[src/rtl/race_referee.sv]
// Red-light/green-light race referee: times the light phases, checks finish-line crossings and
// catches the player moving on red, keeping saturating win tallies across rounds.
module race_referee #(
    parameter logic [9:0]  FINISH_X   = 10'd580,
    parameter logic [27:0] GREEN_BASE = 28'd100_000_000,
    parameter logic [27:0] RED_TIME   = 28'd75_000_000,
    parameter logic [27:0] GRACE      = 28'd10_000_000
) (
    input  logic        clk,
    input  logic        reset,
    input  logic        start,
    input  logic [15:0] rand_val,
    input  logic [9:0]  player_x,
    input  logic [8:0]  player_y,
    input  logic [9:0]  ai1_x,
    input  logic [9:0]  ai2_x,
    input  logic [9:0]  ai3_x,
    output logic        game_active,
    output logic        light_green,
    output logic        player_out,
    output logic [2:0]  winner,
    output logic [3:0]  player_wins,
    output logic [3:0]  ai_wins
);

    typedef enum logic [2:0] {
        StIdle,
        StGreen,
        StGraceRed,
        StRed,
        StDone
    } state_t;

    state_t      state_q, state_d;
    logic [27:0] phase_q, phase_d;
    logic [27:0] red_q, red_d;
    logic [27:0] green_len_q, green_len_d;
    logic [9:0]  snap_x_q, snap_x_d;
    logic [8:0]  snap_y_q, snap_y_d;
    logic [1:0]  blank_q, blank_d;
    logic [1:0]  rst_sync_q;
    logic        start_prev_q;

    logic        player_out_d;
    logic [2:0]  winner_d;
    logic [3:0]  player_wins_d, ai_wins_d;
    logic        game_active_d, light_green_d;

    logic        start_edge;
    logic [27:0] green_len_new;
    logic        checks_on;
    logic        moved;
    logic        fin_hit;
    logic [2:0]  fin_winner;
    logic        unused_rand;

    assign unused_rand = ^rand_val[15:5];

    // rst_sync_q gates start so a start level present at reset release is not taken too early.
    assign start_edge    = start & ~start_prev_q & rst_sync_q[1];
    assign green_len_new = GREEN_BASE + {3'd0, rand_val[4:0], 20'd0};
    assign checks_on     = (blank_q == 2'd0);
    assign moved         = (player_x != snap_x_q) || (player_y != snap_y_q);

    always_comb begin
        fin_hit    = 1'b1;
        fin_winner = 3'd0;
        if (player_x >= FINISH_X) begin
            fin_winner = 3'd1;
        end else if (ai1_x >= FINISH_X) begin
            fin_winner = 3'd2;
        end else if (ai2_x >= FINISH_X) begin
            fin_winner = 3'd3;
        end else if (ai3_x >= FINISH_X) begin
            fin_winner = 3'd4;
        end else begin
            fin_hit = 1'b0;
        end
    end

    always_comb begin
        state_d       = state_q;
        phase_d       = phase_q;
        red_d         = red_q;
        green_len_d   = green_len_q;
        snap_x_d      = snap_x_q;
        snap_y_d      = snap_y_q;
        blank_d       = blank_q;
        player_out_d  = player_out;
        winner_d      = winner;
        player_wins_d = player_wins;
        ai_wins_d     = ai_wins;

        unique case (state_q)
            StIdle, StDone: begin
                if (start_edge) begin
                    state_d      = StGreen;
                    phase_d      = 28'd0;
                    red_d        = 28'd0;
                    green_len_d  = green_len_new;
                    blank_d      = 2'd2;
                    player_out_d = 1'b0;
                    winner_d     = 3'd0;
                end
            end
            StGreen, StGraceRed, StRed: begin
                if (phase_q != '1) phase_d = phase_q + 28'd1;
                if (state_q != StGreen && red_q != '1) red_d = red_q + 28'd1;
                if (blank_q != 2'd0) blank_d = blank_q - 2'd1;

                if (state_q == StGreen && phase_q == green_len_q - 28'd1) begin
                    state_d = StGraceRed;
                    phase_d = 28'd0;
                    red_d   = 28'd0;
                end else if (state_q == StGraceRed && phase_q == GRACE - 28'd1) begin
                    state_d  = StRed;
                    phase_d  = 28'd0;
                    snap_x_d = player_x;
                    snap_y_d = player_y;
                end else if (state_q == StRed && red_q == RED_TIME - 28'd1) begin
                    state_d     = StGreen;
                    phase_d     = 28'd0;
                    green_len_d = green_len_new;
                end

                // A movement penalty outranks a finish seen in the same cycle.
                if (checks_on) begin
                    if (state_q == StRed && moved) begin
                        state_d      = StDone;
                        player_out_d = 1'b1;
                        winner_d     = 3'd0;
                    end else if (fin_hit) begin
                        state_d  = StDone;
                        winner_d = fin_winner;
                    end
                end

                if (state_d == StDone) begin
                    phase_d = 28'd0;
                    red_d   = 28'd0;
                    if (winner_d == 3'd1 && player_wins != 4'd15) begin
                        player_wins_d = player_wins + 4'd1;
                    end
                    if ((winner_d >= 3'd2 || player_out_d) && ai_wins != 4'd15) begin
                        ai_wins_d = ai_wins + 4'd1;
                    end
                end
            end
            default: state_d = StIdle;
        endcase

        game_active_d = (state_d == StGreen) || (state_d == StGraceRed) || (state_d == StRed);
        light_green_d = (state_d == StGreen);
    end

    always_ff @(posedge clk or negedge reset) begin
        if (!reset) begin
            state_q      <= StIdle;
            phase_q      <= 28'd0;
            red_q        <= 28'd0;
            green_len_q  <= GREEN_BASE;
            snap_x_q     <= 10'd0;
            snap_y_q     <= 9'd0;
            blank_q      <= 2'd0;
            rst_sync_q   <= 2'b00;
            start_prev_q <= 1'b0;
            game_active  <= 1'b0;
            light_green  <= 1'b0;
            player_out   <= 1'b0;
            winner       <= 3'd0;
            player_wins  <= 4'd0;
            ai_wins      <= 4'd0;
        end else begin
            state_q      <= state_d;
            phase_q      <= phase_d;
            red_q        <= red_d;
            green_len_q  <= green_len_d;
            snap_x_q     <= snap_x_d;
            snap_y_q     <= snap_y_d;
            blank_q      <= blank_d;
            rst_sync_q   <= {rst_sync_q[0], 1'b1};
            start_prev_q <= start;
            game_active  <= game_active_d;
            light_green  <= light_green_d;
            player_out   <= player_out_d;
            winner       <= winner_d;
            player_wins  <= player_wins_d;
            ai_wins      <= ai_wins_d;
        end
    end

endmodule
[config.mk]
export PLATFORM = sky130hd
export DESIGN_NAME = race_referee
export DESIGN_NICKNAME = d
export VERILOG_FILES = /design/src/rtl/race_referee.sv
export SDC_FILE = /design/constraint.sdc
export NUM_CORES = 1
export LEC_CHECK = 0
export CORE_AREA = 5 5 100 140
export DETAILED_ROUTE_END_ITERATION = 12
export DIE_AREA = 0 0 105 145
export PLACE_DENSITY = 0.76
export SLEW_MARGIN = 20
export SYNTH_ARGS = -nofsm -noshare
export SYNTH_HDL_FRONTEND = slang
export SYNTH_SLANG_ARGS = --single-unit
[constraint.sdc]
create_clock -name clk -period 2.4 [get_ports clk]
set_input_delay 0.72 -clock clk [delete_from_list [all_inputs] [get_ports clk]]
set_output_delay 0.72 -clock clk [all_outputs]
set_load 0.005 [all_outputs]
==> results.toml <==
[global_route]
grt_overflow = 0
antenna_found_initial = 0
grt.total_usage_pct = 27.2
wire_length_of_the_first_global_routing_pass_um = 33800
pin_count_of_the_biggest_net_entering_global_routing = 53
vias_in_the_first_global_route = 6487

[detailed_routing]
avgRoutedWirePerCell_um = 23.4
firstDrtPassIters = 9
drtIter0Drc = 611
detail-route-antenna-nets = 0
routed-via-count = 6724
routed_via_density = 6.72
drc = 0
drt_wl_total_um = 23400

[floorplan]
top_level_ports = 82
floorplan.die.width_um = 105
floorplan_die_area_mm2 = 0.0152
die-height_um = 145
row_count = 49
core_mm2 = 0.0126
floorplan.initialDensity_pct = 49.7

[yosys]
synth.yosys.warnings = 0
synth-edff-count = 0
synth_nets = 736
synth_cell_type_count = 81
synth.cell_area_mm2 = 0.00627
netlist_instances = 662
yosys_register_bits = 103
ys.flop_type = "dfrtp_1"
synth.area.top_cells = "dfrtp_1, nand3_1, mux2_2"
synth_top_area_share_pct = 39.1
post_synthesis_average_cell_area_um2 = 9.47
synth-seq-area-share_pct = 41.2
async_reset_ff_share_pct = 100
post-synth-top-area-cell = "dfrtp_1"

[final_layout]
stdcell_area_mm2 = 0.00931
final_net_count = 916
final_cell_mix = "buf_4, dfrtp_1, nand2_1"
layout.cells.most_common = "buf_4"
final-instance-count-excl-fill = 1000
n_antenna_cell = 0
flow.area_growth_from_synthesis_pct = 48.5
layout-drive-gt1-share_pct = 36.2

[placement]
globalplace.congestion = 0.992
post_dp_cell_area_mm2 = 0.00776
detailedPlacementHpwl_um = 14300
numPortBuffers = 64
place.detailed.instances = 946

[clock_tree]
cts-root-to-sink-buffers = 2
cts-root-buf = "clkbuf_16"
tritoncts_clock_tree = "built"
clock_insertion_delay_at_the_later_pin_of_the_skew_report_ns = 0.36
clock_tree.htree_level_count = 3
tritoncts_buffers = 9
worst_setup_hold_path_clk_slew_ns = 0.07
hold_buffers = 0
tritoncts_num_sinks = 103

[worst_setup_path]
critical_path.max_fanout = 5
critical_path.n_buffers_inverters = 4
timing_worst_setup_path_type = "input port to flop"
critical_path.top_delay_family = "simple AND/OR/NAND/NOR gates"
reg2reg_slack_ns = -0.20
critical_path_required_ns = 2.68
max_stage_delay_ns = 0.33
cpMaxStageDelayCell = "nor4b_4"
critical_path_arrival_ns = 2.90
crit_chain = "buf_6, xor2_1, nor4_2, nand4_1, o41ai_4, buf_4, buf_8, a31oi_4, buf_6, nor4b_4, xor2_1"
worstSetupEndpointType = "flop"
start_kind = "input port"

[timing]
layout_setup_ws_ns = -0.225
grt_setup_unrepaired = "yes"
drv_slew = 0
final-setup-viol-count = 69
fin_crit_period_ns = 2.62
fin_skew_ns = 0.00890
slew-limit-headroom_pct = 48.4
worst-slew-pin-transition_ns = 0.771
hold_viol_final = 0
max_clock_freq_mhz = 381
fin_crit_sh_pct = 109

[power]
static-leakage-power_nw = 3.93
post-layout-total-power_mw = 5.15
ir_drop_v = 0.000343
cellPowerDensity_mw_per_mm2 = 553

[min_path]
hold_path.class = "input port to async pin"

[flow_run]
maxCapViolCount = 0

[status]
violated_checks = "setup timing"
outcome = "complete, but fails checks"
[where the power goes]
group | internal, mW | total, mW | switching [mW]
Clock | 0.743 | 1.45 | 0.708
Sequential | 1.84 | 1.93 | 0.0880
Combinational | 0.871 | 1.77 | 0.900
[stage by stage]
stage / worst slack [ns] / setup TNS, ns / hold WS [ns] / utilization, %
floorplan: -0.213 / -5.34 / 0.331 / -
global placement: -0.878 / -51.14 / 0.338 / 61.4
detailed placement: -1.01 / -58.42 / 0.355 / 61.4
CTS: -0.250 / -9.94 / 0.257 / 68.7
global route: -0.334 / -14.22 / 0.266 / 73.7
finish: -0.225 / -8.95 / 0.244 / 73.7
[final cells by class]
cell class / count / area, um^2
multi-input combinational: 504 / 4210
sequential: 103 / 2580
clock buffer: 11 / 243
fill: 802 / 3320
timing repair buffer: 207 / 1980
tap: 153 / 191
clock inverter: 5 / 41.3
inverter: 17 / 66.3
[sequential cells by signal, summed over array words and instances, names as in the netlist, 4 cells and up]
name,flops
player_wins,4
snap_x_q,10
snap_y_q,9
ai_wins,4
phase_q,28
green_len_q,6
red_q,28
[worst paths after layout]
kind                               start              end  cells after the start
max                          player_x[6]   player_wins[3]                     11
min                                reset  green_len_q[25]                      1
max reg2reg                  snap_y_q[7]   player_wins[3]                     10
min reg2reg                rst_sync_q[0]    rst_sync_q[1]                      0
max in group asynchronous          reset  green_len_q[22]                      2
min in group clk           rst_sync_q[0]    rst_sync_q[1]                      0
[logic make-up after synthesis]
group	after synthesis	synth area share [%]
buffers and inverters	55	3.95
other	1	0.0598
AO/OA/AOI/OAI	137	17.5
XOR/XNOR	36	5.03
AND/OR/NAND/NOR	298	26.4
multiplexers	26	4.59
adder cells (fa/ha/maj)	6	1.20
flip-flops	103	41.2
[what timing repair did]
| action | 4_1_cts | 5_1_grt |
|---|---|---|
| gates cloned | 3 | 1 |
| resized for setup | 154 | 110 |
| buffers inserted | 25 | 14 |
| pin swaps | 66 | 57 |
| endpoints found under the setup margin | 73 | 73 |
[Yosys cell counts (4+ instances only)]
library cell and instances:
nand4_1 32, o21ai_0 8, o211ai_1 8, and4_1 7
dfrtp_1 98, buf_2 12, xor2_1 24, a221o_1 8
nor2_1 34, a31oi_1 6, or4_1 6, o21ai_1 14
and3_1 13, or3_1 7, o31ai_1 7, ha_1 6
mux2_2 20, nor4_1 26, nand3b_1 4, dfstp_2 5
inv_1 15, mux2i_1 4, clkbuf_1 21, nand2b_1 4
nand2_1 57, o41a_1 4, nor3_1 24, nand3_1 49
o311ai_1 4, a31o_1 11, a21oi_1 11, a41oi_1 9
nor4b_1 4, and2_1 6, xnor2_1 12, a22o_1 8
[routing by layer]
metal | up-vias | share of wire (%) | track usage [%]
li1 | 2910 | - | -
met1 | 3283 | 37 | 33.4
met2 | 405 | 49 | 45.5
met3 | 126 | 7.5 | 4.62
met4 | 0 | 5.8 | 13.9
met5 | - | 0 | 0
Note: power is estimated with default switching activity, not from simulation.
